`src/rtl/countdown_arb_pkg.sv`:
```
// Shared types and constants for the countdown arbiter.
// Combinational helpers only; no latency or flow control.
package countdown_arb_pkg;

    typedef enum logic [1:0] {
        IDLE = 2'd0,
        LOAD = 2'd1,
        RUN  = 2'd2,
        DONE = 2'd3
    } state_t;

    localparam int MAX_CNT_W = 32;

    // Counter reset constant: all ones across the low w bits.
    function automatic logic [MAX_CNT_W-1:0] cnt_rst_val(input int w);
        logic [MAX_CNT_W-1:0] v;
        v = '0;
        for (int i = 0; i < MAX_CNT_W; i++) begin
            if (i < w) v[i] = 1'b1;
        end
        return v;
    endfunction

endpackage

```
`src/rtl/rr_arbiter.sv`:
```
// Round-robin pick: first set req bit at or after rr_ptr, wrapping.
// Purely combinational; no backpressure.
module rr_arbiter #(
    parameter int NUM_REQ = 4
) (
    input  logic [NUM_REQ-1:0]         req,
    input  logic [$clog2(NUM_REQ)-1:0] rr_ptr,
    output logic [NUM_REQ-1:0]         win_oh,
    output logic [$clog2(NUM_REQ)-1:0] win_idx,
    output logic                       any
);
    localparam int IDX_W = $clog2(NUM_REQ);

    int   k;
    logic found;

    always_comb begin
        win_oh  = '0;
        win_idx = '0;
        found   = 1'b0;
        k       = 0;
        for (int i = 0; i < NUM_REQ; i++) begin
            k = int'(rr_ptr) + i;
            if (k >= NUM_REQ) k = k - NUM_REQ;
            if (!found && req[k]) begin
                found     = 1'b1;
                win_idx   = IDX_W'(k);
                win_oh[k] = 1'b1;
            end
        end
    end

    assign any = |req;

endmodule

```
`src/rtl/countdown_arbiter.sv`:
```
// Round-robin sharing of one down-counter; grant at t+1, cnt=L at t+2, done at t+3+L.
// Requesters wait by holding req; dropping req aborts. COUNTDOWN_ARB_PAUSE_EN adds hold to freeze RUN.
module countdown_arbiter
    import countdown_arb_pkg::*;
#(
    parameter int NUM_REQ = 4,
    parameter int CNT_W   = 4
) (
    input  logic                     clk,
    input  logic                     rst,
    input  logic [NUM_REQ-1:0]       req,
    input  logic [NUM_REQ*CNT_W-1:0] load_val,
    output logic [NUM_REQ-1:0]       gnt,
    output logic [NUM_REQ-1:0]       done,
    output logic                     busy,
    output logic [CNT_W-1:0]         cnt
`ifdef COUNTDOWN_ARB_PAUSE_EN
    ,
    input  logic                     hold
`endif
);
    localparam int               IDX_W   = $clog2(NUM_REQ);
    localparam logic [CNT_W-1:0] CNT_RST = CNT_W'(cnt_rst_val(CNT_W));

    state_t             state, state_nxt;
    logic [IDX_W-1:0]   g, g_nxt, g_inc;
    logic [IDX_W-1:0]   rr_ptr, ptr_nxt, win_idx;
    logic [NUM_REQ-1:0] win_oh, gnt_nxt, done_nxt;
    logic [CNT_W-1:0]   cnt_nxt;
    logic               any;
    logic               run_hold;

`ifdef COUNTDOWN_ARB_PAUSE_EN
    assign run_hold = hold;
`else
    assign run_hold = 1'b0;
`endif

    rr_arbiter #(.NUM_REQ(NUM_REQ)) u_arb (
        .req     (req),
        .rr_ptr  (rr_ptr),
        .win_oh  (win_oh),
        .win_idx (win_idx),
        .any     (any)
    );

    assign g_inc = (g == IDX_W'(NUM_REQ - 1)) ? '0 : g + 1'b1;

    always_comb begin
        state_nxt = state;
        g_nxt     = g;
        ptr_nxt   = rr_ptr;
        cnt_nxt   = cnt;
        case (state)
            IDLE: begin
                if (any) begin
                    g_nxt     = win_idx;
                    state_nxt = LOAD;
                end
            end
            LOAD: begin
                if (!req[g]) begin
                    state_nxt = IDLE;
                    ptr_nxt   = g_inc;
                end else begin
                    cnt_nxt   = load_val[g*CNT_W +: CNT_W];
                    state_nxt = RUN;
                end
            end
            RUN: begin
                // Abort outranks both hold and completion.
                if (!req[g]) begin
                    state_nxt = IDLE;
                    ptr_nxt   = g_inc;
                end else if (!run_hold) begin
                    if (cnt == '0) state_nxt = DONE;
                    else           cnt_nxt   = cnt - 1'b1;
                end
            end
            DONE: begin
                state_nxt = IDLE;
                ptr_nxt   = g_inc;
            end
            default: state_nxt = IDLE;
        endcase

        gnt_nxt  = '0;
        done_nxt = '0;
        if (state == IDLE && state_nxt == LOAD) gnt_nxt = win_oh;
        else if (state_nxt == RUN)              gnt_nxt = gnt;
        if (state_nxt == DONE)                  done_nxt = gnt;
    end

    always_ff @(posedge clk) begin
        if (rst) begin
            state  <= IDLE;
            g      <= '0;
            rr_ptr <= '0;
            cnt    <= CNT_RST;
            gnt    <= '0;
            done   <= '0;
            busy   <= 1'b0;
        end else begin
            state  <= state_nxt;
            g      <= g_nxt;
            rr_ptr <= ptr_nxt;
            cnt    <= cnt_nxt;
            gnt    <= gnt_nxt;
            done   <= done_nxt;
            busy   <= (state_nxt != IDLE);
        end
    end

endmodule
```
`config.mk`:
```
export PLATFORM = sky130hd
export DESIGN_NAME = countdown_arbiter
export DESIGN_NICKNAME = d
export VERILOG_FILES = /design/src/rtl/countdown_arb_pkg.sv /design/src/rtl/rr_arbiter.sv /design/src/rtl/countdown_arbiter.sv
export SDC_FILE = /design/constraint.sdc
export NUM_CORES = 1
export LEC_CHECK = 0
export CORE_UTILIZATION = 29
export CTS_CLUSTER_DIAMETER = 50
export DETAILED_ROUTE_END_ITERATION = 10
export PLACE_DENSITY = 0.56
export SLEW_MARGIN = 20
export SYNTH_ARGS = -nofsm -noshare
export SYNTH_HDL_FRONTEND = slang
export SYNTH_SLANG_ARGS = --single-unit
```
`constraint.sdc`:
```
create_clock -name clk -period 4.95 [get_ports clk]
set_input_delay 0.7425 -clock clk [delete_from_list [all_inputs] [get_ports clk]]
set_output_delay 0.7425 -clock clk [all_outputs]
set_load 0.01 [all_outputs]
```
# After elaboration in Yosys (flattened, before gate mapping)
# Index checks and enable logic that the tools add are counted.
# classes
add_sub_neg	9
order_cmp	13
eq_ne	12
n_shift	1
mux	51
n_bitwise	4
n_reduce_logical	22
# ops
cell	count
>= comparator 32 x 1 -> 1 bit, second input constant	4
< comparator 32 x 4 -> 1 bit, second input constant	4
2-to-1 mux 32 bit	4
>= comparator 32 x 4 -> 1 bit, second input constant	3
subtractor 32 x 4 -> 32 bit, second input constant	3
2-to-1 mux 4 bit	9
2-to-1 mux 2 bit	10
2-to-1 mux 1 bit	16
variable part select 16 x 5 -> 4 bit	1
bitwise OR 4 bit	3
binary-select mux 1 bit (select 2 bit)	5
equality test 2 bit, second input constant	5
inequality test 2 bit, second input constant	5
demux 1 bit (select 2 bit)	4
logical AND 1 bit	8
one-hot mux 2 bit (4 select lines)	1
one-hot mux 4 bit (2 select lines)	1
adder 2 x 2 -> 3 bit, second input constant	2
nonzero test 2 bit	3
equality test 2 x 1 -> 1 bit, second input constant	2
zero test 4 bit	1
one-hot mux 2 bit (2 select lines)	1
AND reduction 2 bit	2
AND reduction 4 bit	1
other kinds (11)	14
# totals
register_bits	19
word_cells	119

# Longest topological paths before layout
# Gate-level depths: netlist (run 1).
# logic_depth
ltp_word	16
depth_mapped	9
ltp_nobuf	7

# Hierarchy
# From an unflattened synthesis (run 1), not the netlist that was laid out.
# unflattened
hier_cells	163
area_unflattened_um2	1562.7
# modules_own_cells
module	instances	cells_each	area_each_um2
countdown_arbiter	1	109	1079.8
rr_arbiter	1	54	483.0

# Worst setup path before layout (run 1)
# No wires, ideal clock.
# synth_timing
path_type	reg-to-reg
from	register rr_ptr[0]
to	register gnt[2]
setup_time_ns	0.117
arrival_ns	2.194
setup_slack_ns	2.639
stages_incl_launch_ff	9
period_less_slack_ns	2.311
cell_sequence	dfxtp_1 -> buf_6 -> inv_2 -> ha_1 -> buf_2 -> mux4_2 -> a221oi_1 -> o2bb2ai_1 -> a22o_1
# synth_via
elab_chain_cells	16
# synth_lines
item	line_no	text
from (decl)	countdown_arbiter.sv:27	logic [IDX_W-1:0] rr_ptr, ptr_nxt, win_idx;
from (signal assigned)	countdown_arbiter.sv:106	rr_ptr <= ptr_nxt;
branches (longest 14 deep; another with subtractor 32 x 4 -> 32 bit)	n/a	
2-to-1 mux 4 bit *	rr_arbiter.sv:25	if (!found && req[k]) begin
2-to-1 mux 4 bit *	countdown_arbiter.sv:89	if (state == IDLE && state_nxt == LOAD) gnt_nxt = win_oh;
to (signal assigned)	countdown_arbiter.sv:108	gnt <= gnt_nxt;
to (decl)	countdown_arbiter.sv:13	output logic [NUM_REQ-1:0] gnt,
# Every way passes the cells marked *. The select of a mux whose other input is x is not followed.
# A chain may end at the register's enable or synchronous reset.

# Final worst setup path (run 1)
# layout_timing
from	register rr_ptr[0]
to	register gnt[1]
# The elaborated chain is that of the path after synthesis.

==> metrics.md, run 1 <==
| Metric | Value |
|---|---|
| Status | finished, final reports clean |
| Clk Latency, worst-skew pair | 250 ps |
| Worst-path clk slew | 70 ps |
| Detail Route Antenna Nets | 0 |
| Resize count post-CTS | 0 |
| Post-DP HPWL | 2.53 mm |
| Final WL | 3.31 mm |
| Seq/Total Area, Yosys | 25.8% |
| Initial Utilization | between 30% and 40% |
| First-pass GRT wire length | 5.42 mm |
| Inserted Clock Buffers | 3 |
| Final core utilization | 39.2% |
| Reg2Reg Depth | 7 |
| Syn Nets | 194 |
| Gr usage total | 12.9% |
| Int Pwr | approximately 0.00031 W |
| Relative slew slack | 65.0% |
| CTS tree | done |
| DRC | 0 |
| Post-layout net count | 224 |
| Sw Share | between 30% and 40% |
| Ant. Diodes | 0 |
| Register share of total power | 40.5% |
| Remaining Overflow, GRT | 0 |
| Area grow syn2layout | 28.0% |
| Clock period minus worst slack | 2780 ps |
| Routed WL per cell | 12.9 um |
| Clock Sinks | 19 |
| Worst Path Class, Setup | reg -> reg |
| Final instance area | 0.00189 sq mm |
| Startpoint type of the worst setup path | flop |
| First DRT Iteration DRCs | 49 |
| Fin. Hold Viols | 0 |
| Asr flop ratio synth | 0% |
| Crit share post-route | 56.2% |
| Synth warnings | 0 |
| Mean post-synth cell area | 9.23 sq um |
| Setup TNS | 0 ps |
| Synth top area share | around a quarter |
| Tightest Hold Check Type | reg -> reg |
| Root Buffer | clkbuf_8 |
| Layout cells sized above 1 | 10.6% |
| Max Cap Viol | 0 |
| Worst Skew | ~4.2 ps |
| Vias per inst | 5.05 |
| Synth Cell Area | 0.00148 sq mm |
| Slew Limit Fails | 0 |
| Reg-to-Reg End | gnt[1] |
| Worst EP arrival | 2980 ps |
| Die area | 0.00538 sq mm |
| Vias | 1293 |
| Final setup vio count | 0 |
| Flip-flop and latch count after synthesis | 19 |
| Largest net degree at the start of global routing | 15 |
| H-tree depth | 1 |
| Slew @ Worst Pin | 524 ps |
| Chip Width | 73.4 um |
| CTS Hold Bufs | 0 |
| Post-synth EDFFs | 0 |
| Comb power frac | 36.4% |
| Critical Path RT | 5150 ps |
| Main area contributors after synthesis | dfxtp_1 26%, mux4_2 11%, ha_1 10% |
| RSZ-0062 raised after global routing | false |
| Ports | 35 |
| R2R Setup Slk | between 2000 and 2500 ps |
| Routability cong. | 0.775 |
| Hold WS | a little over 500 ps |
| Initial antenna violation count | 0 |
| Worst vdd ir | 0.0000982 V |
| WHS Endpoint | done[3] |
| Cells after Synth | 160 |
| Number of I/O port buffers | 34 |
| Reg2reg start | rr_ptr[0] |
| Clock Path Buffers | 2 |
| Setup crit end kind | flop |
| Hold_sp | gnt[3] |
| Detailed-router iteration count before antenna repair | 4 |
| PwrDens | about 240 mW/mm^2 |
| Placed instance area | 0.00184 sq mm |
| Hold Path Cell Cnt | 1 |
| Clk pwr share | 23.1% |
| Pwr Total | between 0.0004 and 0.0005 W |
| FP Rows | 25 |
| Leakage | 0.706 nW |
| Core Box Area | 0.00482 sq mm |
| Post-synth top area cell | dfxtp_1 |
| Filler cells | approximately 500 |
| Highest Clock Rate | 0.360 GHz |
| Setup Buffers After CTS | 0 |
| P_sw | ~0.00015 W |
| Leading register cell type out of synthesis | dfxtp_1 |
| Die Y | 73.4 um |
| Vias in the first global route | 1175 |
| CP Max Fanout | 12 |
| Synth unique cells | 48 |
## synth_stat cells, types with 2 or more instances
| cell | number |
|---|---|
| a21oi_1 | 7 |
| a221oi_1 | 4 |
| a22o_1 | 4 |
| a31oi_1 | 2 |
| and3_1 | 5 |
| buf_2 | 3 |
| buf_6 | 2 |
| clkbuf_1 | 2 |
| dfxtp_1 | 19 |
| ha_1 | 12 |
| inv_1 | 8 |
| inv_2 | 2 |
| mux2i_1 | 4 |
| mux4_2 | 7 |
| nand2_1 | 10 |
| nand3_1 | 4 |
| nor2_1 | 13 |
| nor2b_1 | 5 |
| nor3_1 | 7 |
| o211ai_1 | 2 |
| o211ai_2 | 2 |
| o21ai_0 | 3 |
| o21ai_1 | 5 |
| o2bb2ai_1 | 4 |
## power groups by stage
| stage | clock, W | combinational (W) | sequential [W] |
|---|---|---|---|
| 2_1_floorplan | 0 | 0.000125 | 0.000183 |
| 3_3_place_gp | 0 | 0.000169 | 0.000191 |
| 3_5_place_dp | 0 | 0.000168 | 0.000191 |
| 4_1_cts | 0.000108 | 0.000169 | 0.000187 |
| 5_1_grt | 0.000116 | 0.000188 | 0.000190 |
| 6_report | 0.000106 | 0.000168 | 0.000187 |
## worst max-delay path, stage by stage, from the launching register on
cell and delay [ps]:
dfxtp_1 650, inv_2 170, ha_1 540, mux4_2 630, nor2b_1 260, a221oi_1 130
o2bb2ai_1 200, a22o_1 140
## layout by cell type, fill, tap and decap left out, drive strengths merged, types with 2 or more instances in the layout
cell / n
nor2: 13
o211ai: 4
o2bb2ai: 4
a221oi: 4
dfxtp: 19
clkbuf: 3
o21ai: 9
a22o: 4
nand2: 10
inv: 10
a31oi: 2
a21oi: 8
clkdlybuf4s50: 34
nor3: 8
nor2b: 5
mux2i: 4
nand3: 4
and3: 5
mux4: 8
ha: 12
## metrics by stage
step	instances	worst slack [ps]
final	256	2170
after global routing	256	1950
after CTS	256	2140
after detailed placement	252	2050
after global placement	252	2080
after floorplan	160	2640
## logic make-up after synthesis
kind of cell / after synthesis / synth area share [%]
muxes: 12 / 15.2
buffers and inverters: 19 / 6.44
and+or+nand+nor: 54 / 19.2
AOI/OAI and AO/OA: 43 / 22.6
xor gates and xnor gates: 1 / 0.593
adders and majority gates: 12 / 10.2
DFF: 19 / 25.8
## worst max path at each step
stage | from | endpoint | slack [ps] | depth (start not counted)
4_1_cts | rr_ptr[0] | gnt[2] | 2140 | 6
5_1_grt | rr_ptr[0] | gnt[1] | 1950 | 7
6_report | rr_ptr[0] | gnt[1] | 2170 | 7
3_5_place_dp | req[0] | gnt[2] | 2050 | 6
2_1_floorplan | rr_ptr[0] | gnt[2] | 2640 | 8
3_3_place_gp | req[3] | gnt[2] | 2080 | 6
## sequential cells by signal, indices dropped and copies added, names as in the netlist
register and flops:
cnt 4, done 4, gnt 4, g 2, rr_ptr 2, state 2, busy 1
## routing by layer
layer / part of all wire, % / GRT usage [%]
met4: 1.1 / 3.85
met3: 1.4 / 1.65
met2: 45 / 19.4
met5: 0 / 0
met1: 52 / 19.1
## cell type report
type / instances / area, sq um / share of cell area [%]
Sequential cell: 19 / 380 / 20.1
Clock buffer: 3 / 41.3 / 2.19
Clock inverter: 1 / 5.00 / 0.265
Multi-Input combinational cell: 122 / 1000 / 53.0
Inverter: 10 / 37.5 / 1.99
Tap cell: 67 / 83.8 / 4.44
Timing Repair Buffer: 34 / 340 / 18.0
(Power assumes the default switching activity.)
==> run 2, diff against run 1 <==
Settings changed: PLACE_DENSITY 0.56 to 0.58.
Clock period 4.95 ns to 2.2 ns, I/O delays scaled along.
==> run 2 against run 1 <==
  * Die area is the same
  * Sequential power increased by 120%
  * Count of clock-buffer cells in the layout did not move
  * Combinational power rose to 2.9 times the previous value
  * Final area is 12% higher
  * Sequential share of layout area decreased by 2.0 points
  * Global-route usage is 1.1 points higher
  * Flip-flop and latch count unchanged
  * Via count increased by 4.6%
  * Routed wire length grew 8.3%
  * Critical path type unchanged
  * Largest power group is now combinational logic
==> metrics.md, run 2 (synthesis results as in run 1) <==
| Metric | Value |
|---|---|
| Status | finished, final reports clean |
| CP Max Fanout | 6 |
| Inserted Clock Buffers | 3 |
| Placed instance area | 0.00206 sq mm |
| Post-DP HPWL | 2.88 mm |
| Worst vdd ir | 0.000186 V |
| Reg2reg start | rr_ptr[0] |
| Remaining Overflow, GRT | 0 |
| Area grow syn2layout | 43.1% |
| Post-Place Cells | 276 |
| Final instance area | 0.00211 sq mm |
| Slew @ Worst Pin | 409 ps |
| Worst Path Class, Setup | reg -> reg |
| Setup Buffers After CTS | 0 |
| Most frequent cells in the layout | 34 x clkdlybuf4s50_1, 24 x buf_4, 17 x dfxtp_1 |
| Fin. Hold Viols | 0 |
| Commonest non-fill, non-tap cell in the layout | clkdlybuf4s50_1 |
| Final setup vio count | 0 |
| Setup crit start | rr_ptr[0] |
| PwrDens | around 540 mW/mm^2 |
| Gr usage total | 14.0% |
| Relative slew slack | ~73% |
| Largest net degree at the start of global routing | 13 |
| Layout cells sized above 1 | about a quarter |
| CTS tree | done |
| Clock Path Buffers | 2 |
| Initial Utilization | 30.6% |
| Detail Route Antenna Nets | 0 |
| Max Cap Viol | 0 |
| Vias | 1352 |
| Clock period minus worst slack | between 2000 and 2500 ps |
| Chip Width | 73.4 um |
| Ports | 35 |
| Number of I/O port buffers | 34 |
| Final WL | 3.58 mm |
| Slowest CP cell | mux4_2 |
| Post-Layout Cell Count | 280 |
| Top flop regs | cnt (4), done (4), gnt (4) |
| First DRT Iteration DRCs | 86 |
| Tightest Hold Check Type | reg -> reg |
| First-pass GRT wire length | approximately 6 mm |
| Hold Path Cell Cnt | 1 |
| Core Box Area | 0.00482 sq mm |
| H-tree depth | 1 |
| Vias per inst | approximately 4.8 |
| Routability cong. | slightly above 0.8 |
| Crit share post-route | 95.1% |
| FP Rows | 25 |
| Die Y | ~73 um |
| Slew Limit Fails | 0 |
| Multi-input logic area | approximately 0.0010 sq mm |
| Initial antenna violation count | 0 |
| Reg2Reg Depth | 6 |
| Post-place setup slack | -188 ps |
| Post-route setup slack | 107 ps |
| Post-layout net count | 248 |
| Worst EP arrival | about 2200 ps |
| Worst-path clk slew | roughly 70 ps |
| R2R Setup Slk | 110 ps |
| Root Buffer | clkbuf_8 |
| Highest Clock Rate | 0.478 GHz |
| Storage cell area | 383 sq um |
| Startpoint type of the worst setup path | flop |
| Detailed-router iteration count before antenna repair | 4 |
| Routed WL per cell | 12.8 um |
| Ant. Diodes | 0 |
| Final core utilization | between 40% and 50% |
| Worst Skew | 1.56 ps |
| Critical Path RT | around 2400 ps |
| Die area | 0.00538 sq mm |
| CP cell instances | inv_4, ha_1, mux4_2, a221oi_2, o2bb2ai_1, a22o_1 |
| Clk Latency, worst-skew pair | 250 ps |
| Crit path largest cell delay | around 640 ps |
| Leakage | 0.838 nW |
| Filler cells | 497 |
| RSZ-0062 raised after global routing | false |
| CP Capture Point | gnt[2] |
| Setup crit end kind | flop |
| Vias in the first global route | 1302 |
| DRC | 0 |
| Reg-to-Reg End | gnt[2] |
| Clock Sinks | 19 |
run 2: timing repair:
action	CTS	global route
endpoints found under the hold margin	0	0
endpoints found under the setup margin	0	4
resized for setup	0	2
hold buffers	0	0
run 2: worst min path at each step:
stage	startpoint	endpoint	slack, ps
after floorplan	gnt[2]	done[2]	520
after detailed placement	gnt[3]	gnt[3]	500
after CTS	gnt[3]	done[3]	510
after global routing	gnt[2]	done[2]	530
after global placement	gnt[2]	gnt[2]	500
final	gnt[0]	done[0]	510
run 2: per-stage QoR:
step / power (W) / setup TNS, ps / hold slack (ps)
4_1_cts: 0.00114 / 0 / 510
6_report: 0.00114 / 0 / 509
3_3_place_gp: 0.000898 / -749 / 498
5_1_grt: 0.00122 / 0 / 525
3_5_place_dp: 0.000900 / -1060 / 496
2_1_floorplan: 0.000720 / 0 / 517
run 2: power breakdown:
part | total [W] | switching, W | internal, W
clock | 0.000241 | 0.000114 | 0.000127
combinational | 0.000494 | 0.000229 | 0.000265
sequential | 0.000403 | 0.0000309 | 0.000373
total | 0.00114 | 0.000373 | 0.000765
run 2: cell type report:
type,count,share of cell area (%)
clock buffer,3,1.95
clock inverter,1,0.355
inverter,10,1.89
multi-input combinational,122,49.1
sequential,19,18.1
tap,67,3.97
timing repair buffer,58,24.6
run 2: worst max-delay path: cells and delay by family (launching register included):
kind                     cells  cell delay (ps)
multiplexers                 1              640
AO/OA/AOI/OAI                3              620
flip-flops                   1              360
buffers and inverters        1               30
adder cells (fa/ha/maj)      1              330
run 2: metal layers:
layer  GRT usage (%)  vias to the layer above  part of all wire (%)
li1                -                      714                     -
met1            19.6                      621                    50
met2            23.1                       13                    48
met3           0.549                        4                  0.87
met4            4.70                        0                   1.4
met5               0                        -                     0
==> run 3, diff against run 2 <==
Settings changed: CORE_UTILIZATION 29 to 46, PLACE_DENSITY 0.58 to 0.82, SYNTH_HIERARCHICAL set to 1.
==> run 3 against run 2 <==
  * Synthesized cell count increased by 1.9%
  * Worst hold slack gained 9.8 ps
  * Synthesized area up 5.8%
  * Non-clock buffer count shrank 11
  * Setup slack improved by 2.6 ps
  * Global-route usage increased by 7.2 points
  * Critical path depth stayed put
  * Register-to-register slack improved by 80 ps
  * Critical path type is now in -> reg
  * Largest power group unchanged
==> metrics.md, run 3 <==
| Metric | Value |
|---|---|
| Crit share post-route | 95.0% |
| H-tree depth | 1 |
| Routed WL per cell | 14.7 um |
| Die area | 0.00363 sq mm |
| Leakage | approximately 0.80 nW |
| Startpoint type of the worst setup path | input port |
| Post-synth top cells | 19 x dfxtp_1, 15 x ha_1, 12 x nor2_1 |
| CTS Hold Bufs | 0 |
| Root Buffer | clkbuf_4 |
| Worst Path Class, Setup | in -> reg |
| DRC | 0 |
| Ports | 35 |
| Seq/Total Area, Yosys | 24.3% |
| Storage cell area | 380 sq um |
| Leading register cell type out of synthesis | dfxtp_1 |
| Core Box Area | 0.00313 sq mm |
| Detail Route Antenna Nets | 0 |
| Area grow syn2layout | 31.1% |
| Synth warnings | 6 |
| Slew Limit Fails | 0 |
| Clk Latency, worst-skew pair | 300 ps |
| Multi-input logic area | 0.00111 sq mm |
| Gr usage total | 21.2% |
| Crit path largest cell delay | between 500 and 600 ps |
| First-pass GRT wire length | 5.89 mm |
| CP Max Fanout | 10 |
| Main area contributors after synthesis | dfxtp_1 24%, ha_1 12%, mux4_1 8.4% |
| Critical Path RT | 2390 ps |
| Pwr Total | 0.00123 W |
| Post-DP HPWL | around 2.9 mm |
| Setup Buffers After CTS | 0 |
| Worst path top cell family by delay | simple AND/OR/NAND/NOR gates |
| Asr flop ratio synth | 0% |
| Tightest Hold Check Type | reg -> reg |
| Vias per inst | 5.67 |
| Highest Clock Rate | 0.478 GHz |
| Syn Nets | 200 |
| Number of I/O port buffers | 34 |
| Setup TNS | 0 ps |
| Chip Width | 60.3 um |
| Initial antenna violation count | 0 |
| Post-synth EDFFs | 0 |
| PwrDens | 600 mW/mm^2 |
| Post-layout net count | 243 |
| Ant. Diodes | 0 |
| Largest net degree at the start of global routing | 24 |
| Final setup vio count | 0 |
| Resize count post-CTS | 0 |
| Cells after Synth | 163 |
| Filler cells | 261 |
| Relative slew slack | 51.2% |
| Slew @ Worst Pin | 729 ps |
| Mean post-synth cell area | 9.59 sq um |
| Routability cong. | about 0.8 |
| Synth top area share | between 20% and 30% |
| CP cell instances | clkdlybuf4s50_1, or4_1, and3b_1, a31oi_1, or2_1, o32ai_1 |
| Initial Utilization | 50.0% |
| Flip-flop and latch count after synthesis | 19 |
| Max Cap Viol | 0 |
| Status | finished, final reports clean |
| Clock period minus worst slack | 2090 ps |
| Die Y | 60.3 um |
| Detailed-router iteration count before antenna repair | 7 |
| WP buf/inv | 1 |
| Slowest CP cell | or4_1 |
| Synth Cell Area | 0.00156 sq mm |
| Top flop regs | cnt (4), done (4), gnt (4) |
| RSZ-0062 raised after global routing | false |
| First DRT Iteration DRCs | 63 |
| Worst-path clk slew | 100 ps |
| Hold WS | just over 500 ps |
| Final core utilization | 65.5% |
| Vias | 1412 |
| Worst EP arrival | 2280 ps |
| Most frequent cell after synthesis | dfxtp_1 |
| Vias in the first global route | ~1300 |
| Clock Sinks | 19 |
| Worst Skew | about 15 ps |
| Remaining Overflow, GRT | 0 |
| Commonest non-fill, non-tap cell in the layout | clkdlybuf4s50_1 |
| Setup crit end kind | flop |
| Worst vdd ir | around 0.00031 V |
| Final WL | 3.65 mm |
| Inserted Clock Buffers | 3 |
| Fin. Hold Viols | 0 |
| FP Rows | 20 |
| CTS tree | done |
| Layout cells sized above 1 | between 15 and 20% |
| Synth unique cells | 48 |
| Clock Path Buffers | 2 |
| Most frequent cells in the layout | 33 x clkdlybuf4s50_1, 19 x dfxtp_1, 14 x ha_1 |
| Post-synth top area cell | dfxtp_1 |
## run 3: cell count changes after synthesis, sizes merged, moves of 4 or more
| cell | change |
|---|---|
| nand2b | +8 |
| nor3 | -7 |
| nor2b | -4 |
| o2bb2ai | -4 |
| o32ai | +4 |
| a22oi | +8 |
| a221oi | -4 |
| a22o | -4 |
| and3 | -5 |
## run 3: final cells by class
type | count | area share [%]
multi-input combinational | 125 | 54.1
tap | 44 | 2.69
sequential | 19 | 18.6
inverter | 10 | 1.83
timing repair buffer | 47 | 21.5
clock buffer | 4 | 1.28
## run 3: path summary, 6_finish.rpt
| check | start | to | slack (ps) | cells past startpoint |
|---|---|---|---|---|
| max | req[1] | gnt[2] | 110 | 6 |
| max reg2reg | rr_ptr[1] | g[1] | 190 | 9 |
| min | gnt[0] | done[0] | 520 | 1 |
| min reg2reg | gnt[0] | done[0] | 520 | 1 |
## run 3: routing by layer
layer / global-route usage, % / vias to the layer above / routed length, um
li1: - / 701 / -
met5: 0 / - / 0
met3: 2.60 / 4 / 77
met2: 37.5 / 32 / 1890
met1: 27.4 / 675 / 1640
met4: 3.99 / 0 / 39
## run 3: worst register-to-register path, delay by kind of cell (launching register included)
family	cells	cell delay (ps)
compound gates	3	410
mux	1	410
simple gates	3	350
flops	1	340
fa+ha+maj	1	340
buf+inv	1	120
## run 3: cells by family after synthesis
family | Yosys count | synth area share (%)
muxes | 13 | 16.8
buffers and inverters | 19 | 6.32
adders and majority gates | 15 | 12.0
and+or+nand+nor | 53 | 20.3
AOI/OAI and AO/OA | 44 | 20.2
DFF | 19 | 24.3
## run 3: power breakdown
group / internal, W / total [W] / switching, W
registers: 0.000380 / 0.000422 / 0.0000422
clock network: 0.0000706 / 0.000181 / 0.000111
logic: 0.000324 / 0.000626 / 0.000303
total: 0.000774 / 0.00123 / 0.000456
## run 3: per-stage QoR
stage / instances / area, sq um / setup slack, ps
after floorplan: 163 / 1560 / 4.43
after global placement: 245 / 1990 / -108
final: 249 / 2050 / 110
after detailed placement: 245 / 1990 / -300
after global routing: 249 / 2050 / 20.9
after CTS: 249 / 2020 / 0.0973
